$ cat src/rtl/letc_axi_sram_subordinate_pkg.sv
// Shared types for the LETC AXI SRAM subordinate: physical address and data
// word types, AXI response codes and the burst encoding the core emits.
// Optional feature macro used by the top: LETC_AXI_SUB_RANGE_CHECK_EN.
package letc_axi_sram_subordinate_pkg;

    // 34-bit physical byte address and 32-bit data word of the LETC core
    typedef logic [33:0] paddr_t;
    typedef logic [31:0] word_t;

    typedef enum logic [1:0] {
        AXI_RESP_OKAY   = 2'b00,
        AXI_RESP_EXOKAY = 2'b01,
        AXI_RESP_SLVERR = 2'b10,
        AXI_RESP_DECERR = 2'b11
    } axi_resp_t;

    localparam logic [1:0] AXI_BURST_FIXED = 2'b00;

endpackage : letc_axi_sram_subordinate_pkg

$ cat src/rtl/letc_axi_sram_subordinate_if.sv
// AXI channel bundle between the LETC core manager and a subordinate.
// Single-beat traffic only: 34-bit address, 32-bit data, 4-bit strobe.
interface letc_axi_sram_subordinate_if #(
    parameter int IDWIDTH = 4
);
    import letc_axi_sram_subordinate_pkg::*;

    // Read address channel
    logic               arvalid;
    logic               arready;
    paddr_t             araddr;
    logic [IDWIDTH-1:0] arid;
    logic [7:0]         arlen;
    logic [1:0]         arburst;

    // Read data channel
    logic               rvalid;
    logic               rready;
    word_t              rdata;
    axi_resp_t          rresp;
    logic [IDWIDTH-1:0] rid;
    logic               rlast;

    // Write address channel
    logic               awvalid;
    logic               awready;
    paddr_t             awaddr;
    logic [IDWIDTH-1:0] awid;
    logic [7:0]         awlen;
    logic [1:0]         awburst;

    // Write data channel
    logic               wvalid;
    logic               wready;
    word_t              wdata;
    logic [3:0]         wstrb;
    logic               wlast;

    // Write response channel
    logic               bvalid;
    logic               bready;
    axi_resp_t          bresp;
    logic [IDWIDTH-1:0] bid;

    modport master (
        output arvalid, araddr, arid, arlen, arburst,
        input  arready,
        input  rvalid, rdata, rresp, rid, rlast,
        output rready,
        output awvalid, awaddr, awid, awlen, awburst,
        input  awready,
        output wvalid, wdata, wstrb, wlast,
        input  wready,
        input  bvalid, bresp, bid,
        output bready
    );

    modport slave (
        input  arvalid, araddr, arid, arlen, arburst,
        output arready,
        output rvalid, rdata, rresp, rid, rlast,
        input  rready,
        input  awvalid, awaddr, awid, awlen, awburst,
        output awready,
        input  wvalid, wdata, wstrb, wlast,
        output wready,
        output bvalid, bresp, bid,
        input  bready
    );

endinterface : letc_axi_sram_subordinate_if

$ cat src/rtl/letc_axi_sram_subordinate.sv
// AXI subordinate serving single-beat LETC core traffic from a synchronous
// SRAM with one cycle of read latency. One transaction is in flight at a time;
// reads and writes alternate priority when both are pending.
// Optional feature: define LETC_AXI_SUB_RANGE_CHECK_EN to decode the address
// window and answer DECERR (without touching the SRAM) outside it.
module letc_axi_sram_subordinate
    import letc_axi_sram_subordinate_pkg::*;
#(
    parameter int     DEPTH_WORDS = 1024,
    parameter paddr_t BASE_ADDR   = '0,
    parameter int     IDWIDTH     = 4,
    localparam int    IDX_W       = $clog2(DEPTH_WORDS)
) (
    input  logic                        i_clk,
    input  logic                        i_rst_n,
    letc_axi_sram_subordinate_if.slave  axi,
    output logic                        o_mem_req,
    output logic                        o_mem_wen,
    output logic [IDX_W-1:0]            o_mem_idx,
    output word_t                       o_mem_wdata,
    output logic [3:0]                  o_mem_wstrb,
    input  word_t                       i_mem_rdata
);

    typedef enum logic [2:0] {
        IDLE,
        WR_COLLECT,
        WR_MEM,
        WR_RESP,
        RD_MEM,
        RD_CAPTURE,
        RD_RESP
    } state_e;

    state_e             state;
    logic               prefer_read;
    logic               aw_got;
    logic               w_got;
    logic [IDX_W-1:0]   idx_q;
    logic [IDWIDTH-1:0] id_q;
    word_t              wdata_q;
    logic [3:0]         wstrb_q;
    word_t              rdata_q;
    axi_resp_t          resp_q;
    logic               rvalid_q;
    logic               bvalid_q;
    logic               mem_req_q;
    logic               mem_wen_q;

    logic rd_sel;
    logic wr_sel;
    logic ar_hs;
    logic aw_hs;
    logic w_hs;
    logic aw_have;
    logic w_have;
    logic wr_access_en;
    logic ar_access_en;

`ifdef LETC_AXI_SUB_RANGE_CHECK_EN
    localparam paddr_t SPAN = paddr_t'(4 * DEPTH_WORDS);

    // Offset relative to the window; addresses below BASE_ADDR wrap to a huge
    // offset, so one unsigned compare covers both ends of the window.
    logic range_ok_q;
    logic ar_in_range;
    logic aw_in_range;

    assign ar_in_range  = (axi.araddr - BASE_ADDR) < SPAN;
    assign aw_in_range  = (axi.awaddr - BASE_ADDR) < SPAN;
    assign ar_access_en = ar_in_range;
    // The address may have been latched in an earlier WR_COLLECT cycle
    assign wr_access_en = aw_hs ? aw_in_range : range_ok_q;
`else
    assign ar_access_en = 1'b1;
    assign wr_access_en = 1'b1;
`endif

    assign ar_hs   = axi.arvalid && axi.arready;
    assign aw_hs   = axi.awvalid && axi.awready;
    assign w_hs    = axi.wvalid && axi.wready;
    assign aw_have = aw_got || aw_hs;
    assign w_have  = w_got || w_hs;

    // Arbitration and channel readies, decoded from the current state only
    always_comb begin
        // NOTE: every output of a combinational block gets a default first so no path can infer a latch.
        rd_sel      = 1'b0;
        wr_sel      = 1'b0;
        axi.arready = 1'b0;
        axi.awready = 1'b0;
        axi.wready  = 1'b0;
        if (i_rst_n) begin
            if (state == IDLE) begin
                rd_sel      = axi.arvalid && (prefer_read || !(axi.awvalid || axi.wvalid));
                wr_sel      = !rd_sel && (axi.awvalid || axi.wvalid);
                axi.arready = rd_sel;
                axi.awready = wr_sel && !aw_got;
                axi.wready  = wr_sel && !w_got;
            end else if (state == WR_COLLECT) begin
                axi.awready = !aw_got;
                axi.wready  = !w_got;
            end
        end
    end

    // Transaction FSM with registered SRAM strobes and response valids
    always_ff @(posedge i_clk or negedge i_rst_n) begin
        if (!i_rst_n) begin
            // NOTE: the captured address/data registers are cleared on reset as well, so a dropped transaction leaves no stale id or data on the outputs.
            state       <= IDLE;
            prefer_read <= 1'b1;
            aw_got      <= 1'b0;
            w_got       <= 1'b0;
            idx_q       <= '0;
            id_q        <= '0;
            wdata_q     <= '0;
            wstrb_q     <= '0;
            rdata_q     <= '0;
            resp_q      <= AXI_RESP_OKAY;
            rvalid_q    <= 1'b0;
            bvalid_q    <= 1'b0;
            mem_req_q   <= 1'b0;
            mem_wen_q   <= 1'b0;
`ifdef LETC_AXI_SUB_RANGE_CHECK_EN
            range_ok_q  <= 1'b0;
`endif
        end else begin
            // NOTE: state registers use non-blocking assignments so every register samples pre-edge values.
            // Write address and data are latched independently, in any order.
            // BASE_ADDR is window-aligned, so the low bits already give the word index.
            if (aw_hs) begin
                idx_q  <= axi.awaddr[IDX_W+1:2];
                id_q   <= axi.awid;
                aw_got <= 1'b1;
`ifdef LETC_AXI_SUB_RANGE_CHECK_EN
                range_ok_q <= aw_in_range;
`endif
            end
            if (w_hs) begin
                wdata_q <= axi.wdata;
                wstrb_q <= axi.wstrb;
                w_got   <= 1'b1;
            end

            case (state)
                IDLE, WR_COLLECT: begin
                    if (ar_hs) begin
                        idx_q     <= axi.araddr[IDX_W+1:2];
                        id_q      <= axi.arid;
`ifdef LETC_AXI_SUB_RANGE_CHECK_EN
                        range_ok_q <= ar_in_range;
`endif
                        mem_req_q <= ar_access_en;
                        mem_wen_q <= 1'b0;
                        state     <= RD_MEM;
                    end else if (wr_sel || state == WR_COLLECT) begin
                        if (aw_have && w_have) begin
                            mem_req_q <= wr_access_en;
                            mem_wen_q <= 1'b1;
                            state     <= WR_MEM;
                        end else begin
                            state <= WR_COLLECT;
                        end
                    end
                end

                WR_MEM: begin
                    mem_req_q <= 1'b0;
                    mem_wen_q <= 1'b0;
                    aw_got    <= 1'b0;
                    w_got     <= 1'b0;
                    bvalid_q  <= 1'b1;
`ifdef LETC_AXI_SUB_RANGE_CHECK_EN
                    resp_q    <= range_ok_q ? AXI_RESP_OKAY : AXI_RESP_DECERR;
`else
                    resp_q    <= AXI_RESP_OKAY;
`endif
                    state     <= WR_RESP;
                end

                WR_RESP: begin
                    if (axi.bready) begin
                        bvalid_q    <= 1'b0;
                        prefer_read <= 1'b1;
                        state       <= IDLE;
                    end
                end

                RD_MEM: begin
                    mem_req_q <= 1'b0;
                    state     <= RD_CAPTURE;
                end

                RD_CAPTURE: begin
`ifdef LETC_AXI_SUB_RANGE_CHECK_EN
                    rdata_q  <= range_ok_q ? i_mem_rdata : '0;
                    resp_q   <= range_ok_q ? AXI_RESP_OKAY : AXI_RESP_DECERR;
`else
                    rdata_q  <= i_mem_rdata;
                    resp_q   <= AXI_RESP_OKAY;
`endif
                    rvalid_q <= 1'b1;
                    state    <= RD_RESP;
                end

                RD_RESP: begin
                    if (axi.rready) begin
                        rvalid_q    <= 1'b0;
                        prefer_read <= 1'b0;
                        state       <= IDLE;
                    end
                end

                default: state <= IDLE;
            endcase
        end
    end

    assign axi.rvalid  = rvalid_q;
    assign axi.rdata   = rdata_q;
    assign axi.rresp   = resp_q;
    assign axi.rid     = id_q;
    assign axi.rlast   = 1'b1;
    assign axi.bvalid  = bvalid_q;
    assign axi.bresp   = resp_q;
    assign axi.bid     = id_q;

    assign o_mem_req   = mem_req_q;
    assign o_mem_wen   = mem_wen_q;
    assign o_mem_idx   = idx_q;
    assign o_mem_wdata = wdata_q;
    assign o_mem_wstrb = wstrb_q;

    // Bursts are not supported; they are served as a single beat and flagged here
    ar_single_beat: assert property (@(posedge i_clk) disable iff (!i_rst_n)
        ar_hs |-> (axi.arlen == 8'd0 && axi.arburst == AXI_BURST_FIXED));
    aw_single_beat: assert property (@(posedge i_clk) disable iff (!i_rst_n)
        aw_hs |-> (axi.awlen == 8'd0 && axi.awburst == AXI_BURST_FIXED));
    w_single_beat: assert property (@(posedge i_clk) disable iff (!i_rst_n)
        w_hs |-> axi.wlast);

endmodule : letc_axi_sram_subordinate

$ cat src/flat_wrapper.sv
// flat-port wrapper written by rule: the top's interface ports become plain ports
module letc_axi_sram_subordinate_flat import letc_axi_sram_subordinate_pkg::*;
#(
    parameter int     DEPTH_WORDS = 1024,
    parameter paddr_t BASE_ADDR   = '0,
    parameter int     IDWIDTH     = 4,
    localparam int    IDX_W       = $clog2(DEPTH_WORDS)
)
  (i_clk, i_rst_n, o_mem_req, o_mem_wen, o_mem_idx, o_mem_wdata, o_mem_wstrb, i_mem_rdata, axi_arvalid, axi_araddr, axi_arid, axi_arlen, axi_arburst, axi_arready, axi_rvalid, axi_rdata, axi_rresp, axi_rid, axi_rlast, axi_rready, axi_awvalid, axi_awaddr, axi_awid, axi_awlen, axi_awburst, axi_awready, axi_wvalid, axi_wdata, axi_wstrb, axi_wlast, axi_wready, axi_bvalid, axi_bresp, axi_bid, axi_bready);
  letc_axi_sram_subordinate_if #(.IDWIDTH(IDWIDTH)) axi_i ();
  input  logic i_clk;
  input  logic i_rst_n;
  output logic o_mem_req;
  output logic o_mem_wen;
  output logic [IDX_W-1:0] o_mem_idx;
  output word_t o_mem_wdata;
  output logic [3:0] o_mem_wstrb;
  input  word_t i_mem_rdata;
  input wire logic [$bits(axi_i.arvalid)-1:0] axi_arvalid;
  input wire logic [$bits(axi_i.araddr)-1:0] axi_araddr;
  input wire logic [$bits(axi_i.arid)-1:0] axi_arid;
  input wire logic [$bits(axi_i.arlen)-1:0] axi_arlen;
  input wire logic [$bits(axi_i.arburst)-1:0] axi_arburst;
  output wire logic [$bits(axi_i.arready)-1:0] axi_arready;
  output wire logic [$bits(axi_i.rvalid)-1:0] axi_rvalid;
  output wire logic [$bits(axi_i.rdata)-1:0] axi_rdata;
  output wire logic [$bits(axi_i.rresp)-1:0] axi_rresp;
  output wire logic [$bits(axi_i.rid)-1:0] axi_rid;
  output wire logic [$bits(axi_i.rlast)-1:0] axi_rlast;
  input wire logic [$bits(axi_i.rready)-1:0] axi_rready;
  input wire logic [$bits(axi_i.awvalid)-1:0] axi_awvalid;
  input wire logic [$bits(axi_i.awaddr)-1:0] axi_awaddr;
  input wire logic [$bits(axi_i.awid)-1:0] axi_awid;
  input wire logic [$bits(axi_i.awlen)-1:0] axi_awlen;
  input wire logic [$bits(axi_i.awburst)-1:0] axi_awburst;
  output wire logic [$bits(axi_i.awready)-1:0] axi_awready;
  input wire logic [$bits(axi_i.wvalid)-1:0] axi_wvalid;
  input wire logic [$bits(axi_i.wdata)-1:0] axi_wdata;
  input wire logic [$bits(axi_i.wstrb)-1:0] axi_wstrb;
  input wire logic [$bits(axi_i.wlast)-1:0] axi_wlast;
  output wire logic [$bits(axi_i.wready)-1:0] axi_wready;
  output wire logic [$bits(axi_i.bvalid)-1:0] axi_bvalid;
  output wire logic [$bits(axi_i.bresp)-1:0] axi_bresp;
  output wire logic [$bits(axi_i.bid)-1:0] axi_bid;
  input wire logic [$bits(axi_i.bready)-1:0] axi_bready;
  assign axi_i.arvalid = axi_arvalid;
  assign axi_i.araddr = axi_araddr;
  assign axi_i.arid = axi_arid;
  assign axi_i.arlen = axi_arlen;
  assign axi_i.arburst = axi_arburst;
  assign axi_arready = axi_i.arready;
  assign axi_rvalid = axi_i.rvalid;
  assign axi_rdata = axi_i.rdata;
  assign axi_rresp = axi_i.rresp;
  assign axi_rid = axi_i.rid;
  assign axi_rlast = axi_i.rlast;
  assign axi_i.rready = axi_rready;
  assign axi_i.awvalid = axi_awvalid;
  assign axi_i.awaddr = axi_awaddr;
  assign axi_i.awid = axi_awid;
  assign axi_i.awlen = axi_awlen;
  assign axi_i.awburst = axi_awburst;
  assign axi_awready = axi_i.awready;
  assign axi_i.wvalid = axi_wvalid;
  assign axi_i.wdata = axi_wdata;
  assign axi_i.wstrb = axi_wstrb;
  assign axi_i.wlast = axi_wlast;
  assign axi_wready = axi_i.wready;
  assign axi_bvalid = axi_i.bvalid;
  assign axi_bresp = axi_i.bresp;
  assign axi_bid = axi_i.bid;
  assign axi_i.bready = axi_bready;
  letc_axi_sram_subordinate #(.DEPTH_WORDS(DEPTH_WORDS), .BASE_ADDR(BASE_ADDR), .IDWIDTH(IDWIDTH)) u_core (.i_clk(i_clk), .i_rst_n(i_rst_n), .axi(axi_i), .o_mem_req(o_mem_req), .o_mem_wen(o_mem_wen), .o_mem_idx(o_mem_idx), .o_mem_wdata(o_mem_wdata), .o_mem_wstrb(o_mem_wstrb), .i_mem_rdata(i_mem_rdata));
endmodule
$ cat config.mk
export PLATFORM = sky130hd
export DESIGN_NAME = letc_axi_sram_subordinate_flat
export DESIGN_NICKNAME = d
export VERILOG_FILES = /design/src/rtl/letc_axi_sram_subordinate_pkg.sv /design/src/rtl/letc_axi_sram_subordinate_if.sv /design/src/rtl/letc_axi_sram_subordinate.sv /design/src/flat_wrapper.sv
export SDC_FILE = /design/constraint.sdc
export NUM_CORES = 1
export LEC_CHECK = 0
export ABC_AREA = 1
export BUFFER_PORTS_ARGS = -buffer_cell sky130_fd_sc_hd__buf_4
export CORE_MARGIN = 4
export CORE_UTILIZATION = 41
export CTS_CLUSTER_DIAMETER = 50
export DETAILED_ROUTE_END_ITERATION = 10
export HOLD_SLACK_MARGIN = 0.06
export PLACE_DENSITY = 0.86
export SLEW_MARGIN = 40
export SYNTH_ARGS = -nofsm -noshare
export SYNTH_HDL_FRONTEND = slang
export SYNTH_SLANG_ARGS = --single-unit
$ cat constraint.sdc
create_clock -name i_clk -period 2.1 [get_ports i_clk]
set_input_delay 0.42 -clock i_clk [delete_from_list [all_inputs] [get_ports i_clk]]
set_output_delay 0.42 -clock i_clk [all_outputs]
set_load 0.02 [all_outputs]
==> results.toml, run 1 <==
[synth]
synth_area_leaders = "dfrtp_1, mux2_2, mux2_4"
synthAdderAreaFrac_pct = 0
synth-compound-area-share_pct = 3.80
synthSimpleGateAreaFrac_pct = 10.4
yosys.area.top_type = "dfrtp_1"
syn_inst = 316
synth_async_sr_flop_share_pct = 100
yosysWarnings = 0
ys_ff_latch = 92
synth_top_area_share_pct = 58.1
synth_most_common_cell = "dfrtp_1"
avgSynthCellArea_sq_um = 12.4
synth-main-ff-cell = "dfrtp_1"
synthXorXnorAreaFrac_pct = 0
synth_common_cells = "dfrtp_1, mux2_2, nand2_1"
synthMuxAreaShare_pct = 21.3
yosysSeqAreaShare_pct = 58.7
syn-cell-area_sq_um = 3920
synth_top_family_by_area = "multiplexers"
synth_edf_count = 0
synth_cell_types = 28

[route]
firstDrtPassIters = 5
dr.first_iter.drc_count = 95
vias_per_cell = 4.66
drt_wl_total_microns = 9800
dr_total_vias = 2999
drcViolationCount = 0
wl_per_cell_microns = 15.2
postRouteAntennaNets = 0

[cells_and_area]
drive_above_1_share_pct = 57.8
area_growth_pct = 44.8
n_antenna_cell = 0
multiInputGateArea_sq_um = 1420
fin_util_pct = 61.1
seq_area_sq_um = 2300
num-nets-final = 681
fill_cells = 758
instances_no_fill = 643
fin_area_sq_um = 5680

[clocking]
cts_htree_levels = 3
post_cts_buffers = 0
clock_path_buffers = 2
clk_pin_slew_ps = 90
cts_root_buf = "clkbuf_8"
cts_tree = "done"
post_cts_resized = 0
clkSinkCount = 92
postCtsHoldBufs = 0
insertion_delay_ps = 350
cts_inserted_buffers = 9

[global_routing]
antenna_found_initial = 0
grt_use_total_pct = 17.0
grt_pass1_vias = 3151
grt-ovfl-total = 0
grt_max_degree = 59
grt_pass1_wl_microns = 15300

[placed_design]
placed_cell_area_sq_um = 5460
dp.cells = 627
port_buffers = 195
gp_congestion = 0.780
dp_hpwl_microns = 7560

[min_path]
hold_class = "input port to async pin"

[floorplan]
fp-row-count = 35
io_pins = 270
start_util_pct = 42.2
die_width_microns = 106
core-area_sq_um = 9280
die-area_sq_um = 11200
die_h_microns = 106

[worst_setup_path]
reg2reg_depth = 8
crit_type = "flop to output pin"
crit_fanout = 6
critical_path.endpoint_type = "output pin"
worstPathArrival_ps = 1550
cp_data_required_time_ps = 1680
start_kind = "flop"

[power]
p_leak_nw = 2.89
vdd.ir_drop.worst_v = 0.000681
cellPowerDensity_nw_per_um2 = 1600

[outcome]
status = "complete, no violations"

[run]
cap_viol_max_count = 0

[sta]
setup_viol = 0
finalHoldViolations = 0
maxClockFrequency_mhz = 507
finalClockSkew_ps = 13.3
whs_ps = 117
drv_slew = 0
tns_ps = 0
timing.slew.headroom_pct = 53.1
period_share_pct = 93.9
rsz0062_at_grt = "false"
min_period_ps = 1970
worst_pin_slew_ps = 703
[area by class of cell]
class                           instances  share of cell area (%)
Multi-Input combinational cell        189                    25.0
Tap cell                              129                    2.84
Timing Repair Buffer                  202                    26.9
Sequential cell                        92                    40.6
Inverter                               15                   0.992
Clock inverter                          6                    1.23
Clock buffer                           10                    2.42
[sequential cells by signal, summed over array words and instances, names as in the netlist]
| signal | cells |
|---|---|
| u_core.o_mem_wen | 1 |
| u_core.aw_got | 1 |
| u_core.o_mem_wdata | 32 |
| u_core.w_got | 1 |
| u_core.prefer_read | 1 |
| u_core.o_mem_wstrb | 4 |
| u_core.o_mem_req | 1 |
| u_core.axi.bid | 4 |
| u_core.axi.rdata | 32 |
| u_core.o_mem_idx | 10 |
| u_core.axi.bvalid | 1 |
| u_core.state | 3 |
| u_core.axi.rvalid | 1 |
[metal layers]
layer	global-route usage (%)	vias up	routed length [microns]	share of wire, %
met2	30.1	130	4900	50
met3	5.39	16	806	8.2
li1	-	1444	-	-
met5	0	-	0	0
met1	19.8	1409	3920	40
met4	4.72	0	170	1.7
[worst max-delay path, stage by stage, from the launching register on]
cell and delay (ps):
dfrtp_1 440, nor2_2 160, inv_2 70, nor2_4 110, nand2_2 90, a21boi_0 170, buf_4 170
[power by group]
group	internal, W	switching [W]	leakage, nW
registers	0.00268	0.000517	1.09
logic	0.00225	0.00241	1.70
clock network	0.000597	0.000638	0.108
total	0.00553	0.00356	2.89
[through the flow]
stage | power, W | worst slack, ps
after global routing | 0.00963 | 16.8
final | 0.00909 | 128
after detailed placement | 0.00793 | 290
after CTS | 0.00920 | 63.1
after floorplan | 0.00594 | 304
after global placement | 0.00776 | 329
[path summary, 6_finish.rpt]
path | startpoint | to | slack, ps
max in group asynchronous | i_rst_n | u_core.axi.rdata[31]$_DFFE_PN0P_ | 910
min | i_rst_n | u_core.o_mem_idx[1]$_DFF_PN0_ | 120
max | u_core.state[2]$_DFFE_PN0P_ | axi_wready | 130
min reg2reg | u_core.o_mem_req$_DFFE_PN0P_ | u_core.o_mem_req$_DFFE_PN0P_ | 480
min in group i_clk | axi_rready | u_core.prefer_read$_DFFE_PN1P_ | 240
max reg2reg | u_core.state[2]$_DFFE_PN0P_ | u_core.o_mem_wdata[27]$_DFFE_PN0P_ | 370
[cell usage in the layout, fill, tap and decap left out, drive strengths merged]
cell type and n:
a21boi 2, a21oi 4, a22oi 1, a31oi 14, buf 202, bufinv 1
clkbuf 10, clkinv 2, conb 5, dfrtp 91, dfstp 1, inv 18
mux2 68, nand2 37, nand3 24, nand3b 1, nor2 27, nor3 3
o21ai 3
[kinds of logic after synthesis]
group           count (synthesis)
compound gates                 24
buf+inv                        38
other cells                     2
flops                          92
mux                            68
simple gates                   92
No activity file was read; power rests on OpenSTA's default activity.
==> run 2, diff against run 1 <==
--- a/config.mk
+++ b/config.mk
@@ -5,14 +5,14 @@
 export SDC_FILE = /design/constraint.sdc
 export NUM_CORES = 1
 export LEC_CHECK = 0
-export ABC_AREA = 1
 export BUFFER_PORTS_ARGS = -buffer_cell sky130_fd_sc_hd__buf_4
+export CAP_MARGIN = 20
 export CORE_MARGIN = 4
-export CORE_UTILIZATION = 41
+export CORE_UTILIZATION = 42
 export CTS_CLUSTER_DIAMETER = 50
 export DETAILED_ROUTE_END_ITERATION = 10
 export HOLD_SLACK_MARGIN = 0.06
-export PLACE_DENSITY = 0.86
+export PLACE_DENSITY = 0.87
 export SLEW_MARGIN = 40
 export SYNTH_ARGS = -nofsm -noshare
 export SYNTH_HDL_FRONTEND = slang
==> results.toml, run 2 <==
[outcome]
status = "complete, no violations"

[clocking]
clock_path_buffers = 2
clk_pin_slew_ps = 90
cts_htree_levels = 3
cts_inserted_buffers = 9
clkSinkCount = 92
cts_tree = "done"
cts_root_buf = "clkbuf_8"
insertion_delay_ps = 360

[placed_design]
gp_congestion = 0.839
placed_cell_area_sq_um = 5570
port_buffers = 195
dp.cells = 604
dp_hpwl_microns = 7220

[cells_and_area]
area_growth_pct = 45.4
fin_area_sq_um = 5790
n_antenna_cell = 0
instances_no_fill = 626
final_cell_mix = "buf_4, dfrtp_1, mux2_2"
drive_above_1_share_pct = 60.2
layout_commonest_cell = "buf_4"
num-nets-final = 664
fin_util_pct = 62.7

[power]
combPwrFrac_pct = 52.1
seq_power_share_pct = 36.0
vdd.ir_drop.worst_v = 0.000825
p_leak_nw = 2.99
swShare_pct = 38.8
cellPowerDensity_nw_per_um2 = 1550
p_switching_w = 0.00348
internal-power_w = 0.00549
clockPowerShare_pct = 11.9

[floorplan]
die_width_microns = 105
io_pins = 270
start_util_pct = 43.1
die_h_microns = 105
core-area_sq_um = 9240
die-area_sq_um = 11100
fp-row-count = 35

[worst_setup_path]
critical_path.endpoint_type = "output pin"
cp_data_required_time_ps = 1680
crit_type = "flop to output pin"
crit_fanout = 5
worstPathArrival_ps = 1600
start_kind = "flop"

[synth]
ys_ff_latch = 92
synth_common_cells = "dfrtp_1, mux2_2, mux2_4"
synth_area_leaders = "dfrtp_1, mux2_4, mux2_2"
yosysSeqAreaShare_pct = 57.8
synth-main-ff-cell = "dfrtp_1"
syn_inst = 291
yosys.area.top_type = "dfrtp_1"
synth_edf_count = 0
synth_most_common_cell = "dfrtp_1"
syn-cell-area_sq_um = 3980
synth_top_area_share_pct = 57.2
synth_cell_types = 33
synth_async_sr_flop_share_pct = 100
avgSynthCellArea_sq_um = 13.7
yosysWarnings = 0

[route]
drcViolationCount = 0
firstDrtPassIters = 4
dr.first_iter.drc_count = 177
wl_per_cell_microns = 15.4
dr_total_vias = 2920
postRouteAntennaNets = 0
drt_wl_total_microns = 9630
vias_per_cell = 4.66

[sta]
setup_viol = 0
timing.slew.headroom_pct = 63.5
period_share_pct = 96.0
drv_slew = 0
maxClockFrequency_mhz = 496
finalHoldViolations = 0
worst_pin_slew_ps = 547
min_period_ps = 2020
finalClockSkew_ps = 24.1

[global_routing]
grt_max_degree = 45
grt-ovfl-total = 0
grt_use_total_pct = 17.2
grt_pass1_vias = 3102
antenna_found_initial = 0
grt_pass1_wl_microns = 15400

[run]
cap_viol_max_count = 0

[min_path]
hold_class = "input port to async pin"
-- run 2: final cells by class --
cell class                      count  area [sq um]
Sequential cell                    92          2300
Clock inverter                      6          46.3
Inverter                            4          15.0
Multi-Input combinational cell    175          1530
Fill cell                         713          3450
Timing Repair Buffer              210          1610
Tap cell                          129           161
Clock buffer                       10           128
-- run 2: stage by stage --
| step | setup TNS, ps | total power, W | hold WS [ps] | worst slack [ps] |
|---|---|---|---|---|
| floorplan | 0 | 0.00596 | 124 | 217 |
| global placement | 0 | 0.00778 | 279 | 207 |
| detailed placement | 0 | 0.00791 | 276 | 182 |
| CTS | 0 | 0.00902 | 248 | 72.6 |
| global route | -7.39 | 0.00951 | 260 | -7.39 |
| finish | 0 | 0.00897 | 231 | 84.4 |
-- run 2: critical path, cell delays in order (launching register included) --
cell       delay [ps]
dfstp_2           380
a2bb2oi_2         260
or2_4             210
nand3_1           100
nor2_1            130
buf_4             170
-- run 2: cells by family (layout without fill, tap and decap cells) --
| logic type | Yosys count | in the layout | synth area share (%) |
|---|---|---|---|
| other | 2 | 5 | 0.189 |
| AOI/OAI and AO/OA | 44 | 44 | 6.69 |
| muxes | 82 | 82 | 25.6 |
| DFF | 92 | 92 | 57.8 |
| and+or+nand+nor | 44 | 44 | 5.53 |
| buffers and inverters | 27 | 230 | 4.21 |
-- run 2: timing repair --
item                                    CTS  global route
pin swaps                                 0             1
setup buffers                             1             3
endpoints found under the setup margin    2             3
endpoints found under the hold margin     6             0
hold buffers                              2             0
gates resized for setup                   1             0
-- run 2: metal layers --
layer	share of wire [%]	vias up	routed length (microns)	global-route usage, %
met5	0	-	0	0
met4	1.7	0	163	6.00
met3	8.5	15	815	4.78
met2	51	132	4890	30.1
met1	39	1374	3760	20.3
li1	-	1399	-	-
-- run 2: path summary, 6_finish.rpt --
path | startpoint | endpoint | slack (ps) | cells after the start
setup / recovery | u_core.prefer_read$_DFFE_PN1P_ | axi_wready | 80 | 5
hold / removal | i_rst_n | u_core.o_mem_wdata[28]$_DFFE_PN0P_ | 230 | 2
setup reg to reg | u_core.prefer_read$_DFFE_PN1P_ | u_core.o_mem_wdata[4]$_DFFE_PN0P_ | 380 | 5
hold reg to reg | u_core.axi.bvalid$_DFFE_PN0P_ | u_core.axi.bvalid$_DFFE_PN0P_ | 510 | 2
max in group asynchronous | i_rst_n | u_core.o_mem_idx[1]$_DFF_PN0_ | 1290 | 2
min in group i_clk | axi_wdata[20] | u_core.o_mem_wdata[20]$_DFFE_PN0P_ | 280 | 2
-- run 2: power groups by stage --
stage	combinational, W	sequential, W	clock [W]
final	0.00467	0.00323	0.00107
after global placement	0.00458	0.00320	0
after floorplan	0.00178	0.00419	0
after global routing	0.00497	0.00335	0.00119
after CTS	0.00468	0.00323	0.00112
after detailed placement	0.00467	0.00325	0
==> run 3, diff against run 2 <==
--- a/config.mk
+++ b/config.mk
@@ -5,7 +5,7 @@
 export SDC_FILE = /design/constraint.sdc
 export NUM_CORES = 1
 export LEC_CHECK = 0
-export BUFFER_PORTS_ARGS = -buffer_cell sky130_fd_sc_hd__buf_4
+export BUFFER_PORTS_ARGS = -buffer_cell sky130_fd_sc_hd__buf_2
 export CAP_MARGIN = 20
 export CORE_MARGIN = 4
 export CORE_UTILIZATION = 42
==> results.toml, run 3 (synthesis results as in run 2) <==
[outcome]
status = "complete, no violations"

[run]
cap_viol_max_count = 0

[clocking]
clock_path_buffers = 2
cts_root_buf = "clkbuf_8"
cts_htree_levels = 3
cts_inserted_buffers = 9
cts_tree = "done"
clkSinkCount = 92
clk_pin_slew_ps = 100
insertion_delay_ps = 350

[power]
swShare_pct = 40.7
seq_power_share_pct = 37.8
combPwrFrac_pct = 48.7
vdd.ir_drop.worst_v = 0.000756
cellPowerDensity_nw_per_um2 = 1580
p_switching_w = 0.00343
internal-power_w = 0.00499
clockPowerShare_pct = 13.5
p_leak_nw = 2.82

[route]
vias_per_cell = 4.72
postRouteAntennaNets = 0
drt_wl_total_microns = 9330
firstDrtPassIters = 6
dr_total_vias = 2953
dr.first_iter.drc_count = 103
drcViolationCount = 0
wl_per_cell_microns = 14.9

[cells_and_area]
final_cell_mix = "buf_2, dfrtp_1, mux2_2"
num-nets-final = 663
n_antenna_cell = 0
drive_above_1_share_pct = 60.3
layout_commonest_cell = "buf_2"
area_growth_pct = 33.5

[worst_setup_path]
reg2reg_to = "u_core.o_mem_wdata[28]$_DFFE_PN0P_"
slowest_stage = "dfstp_2"
crit_type = "flop to output pin"
cp_data_required_time_ps = 1680
start_kind = "flop"
cp_cell_sequence = "a2bb2oi_4, or2_4, nand3_1, nor2_1, buf_2"
r2r-start = "u_core.state[1]$_DFFE_PN0P_"
worstPathArrival_ps = 1580
reg2reg_depth = 5
critical_path.max_stage_delay_ps = 570
crit_fanout = 5
worst-r2r-setup-slack_ps = 280
critical_path.endpoint_type = "output pin"

[sta]
finalClockSkew_ps = 20.5
maxClockFrequency_mhz = 500
worst_pin_slew_ps = 529
setup_viol = 0
period_share_pct = 95.2
finalHoldViolations = 0
tns_ps = 0
drv_slew = 0
timing.slew.headroom_pct = 64.7
rsz0062_at_grt = "false"
whs_ps = 230
min_period_ps = 2000

[global_routing]
grt_pass1_wl_microns = 15100
grt_use_total_pct = 16.7
grtUsageMet3_pct = 5.57
met2_usage_pct = 29.0
grt_pass1_vias = 3102
grt_use_met1_pct = 19.7
busiest_layer = "met2"
grt_max_degree = 45
grt-ovfl-total = 0
antenna_found_initial = 0

[floorplan]
fp-row-count = 35
die_width_microns = 105
start_util_pct = 43.1
io_pins = 270
die-area_sq_um = 11100
die_h_microns = 105
core-area_sq_um = 9240

[placed_design]
port_buffers = 195
dp_hpwl_microns = 7180
gp_congestion = 0.808

[min_path]
hold_class = "input port to async pin"
run 3: cell types whose count changed in the layout (fill, tap and decap cells not counted), sizes merged:
| cell | previous run | this run |
|---|---|---|
| buf | 208 | 207 |
| inv | 6 | 5 |
| clkbuf | 10 | 11 |
run 3: final cells by class:
class,instances,area (sq um)
clock buffers,11,151
clock inverters,5,43.8
fillers,765,3920
inverters,4,15.0
multi-input cells,175,1540
flip-flops and latches,92,2300
well taps,129,161
repair buffers,209,1100
run 3: metal layers:
| layer | vias to the layer above | routed length [microns] |
|---|---|---|
| met3 | 9 | 786 |
| met2 | 126 | 4690 |
| li1 | 1402 | - |
| met1 | 1416 | 3760 |
| met4 | 0 | 93 |
| met5 | - | 0 |
run 3: worst max path at each step:
| stage | startpoint | to | slack [ps] | cells after the start |
|---|---|---|---|---|
| after detailed placement | axi_wvalid | u_core.o_mem_wdata[5]$_DFFE_PN0P_ | 80 | 6 |
| after global placement | axi_wvalid | u_core.o_mem_wdata[6]$_DFFE_PN0P_ | 130 | 6 |
| final | u_core.prefer_read$_DFFE_PN1P_ | axi_wready | 100 | 5 |
| after global routing | u_core.state[1]$_DFFE_PN0P_ | axi_arready | 20 | 4 |
| after CTS | u_core.state[2]$_DFFE_PN0P_ | axi_arready | 70 | 4 |
| after floorplan | u_core.state[2]$_DFFE_PN0P_ | axi_arready | 220 | 6 |
run 3: power groups by stage:
stage / combinational, W / sequential (W) / clock (W)
3_5_place_dp: 0.00412 / 0.00322 / 0
2_1_floorplan: 0.00178 / 0.00419 / 0
6_report: 0.00410 / 0.00318 / 0.00113
5_1_grt: 0.00438 / 0.00332 / 0.00125
4_1_cts: 0.00414 / 0.00319 / 0.00118
3_3_place_gp: 0.00401 / 0.00314 / 0
run 3: what timing repair did:
| item | 4_1_cts | 5_1_grt |
|---|---|---|
| setup buffers | 1 | 1 |
| hold buffers | 2 | 0 |
| hold endpoints to repair | 7 | 0 |
| pin swaps | 0 | 1 |
| gates cloned | 0 | 0 |
| setup endpoints to repair | 2 | 3 |
| gates resized for setup | 1 | 1 |
run 3: stage by stage:
| stage | cell area (sq um) | util, % | setup WS (ps) | total power (W) | cells |
|---|---|---|---|---|---|
| after global placement | 5080 | 54.9 | 129 | 0.00716 | 605 |
| after floorplan | 4000 | - | 217 | 0.00596 | 294 |
| after CTS | 5300 | 57.4 | 66.9 | 0.00851 | 624 |
| after global routing | 5320 | 57.6 | 17.4 | 0.00894 | 625 |
| after detailed placement | 5080 | 54.9 | 84.9 | 0.00734 | 605 |
| final | 5320 | 57.6 | 101 | 0.00842 | 625 |
run 3: critical path, delay by kind of cell (launching register included):
kind	cells	cell delay (ps)
flops	1	570
simple gates	3	410
buf+inv	1	170
compound gates	1	80
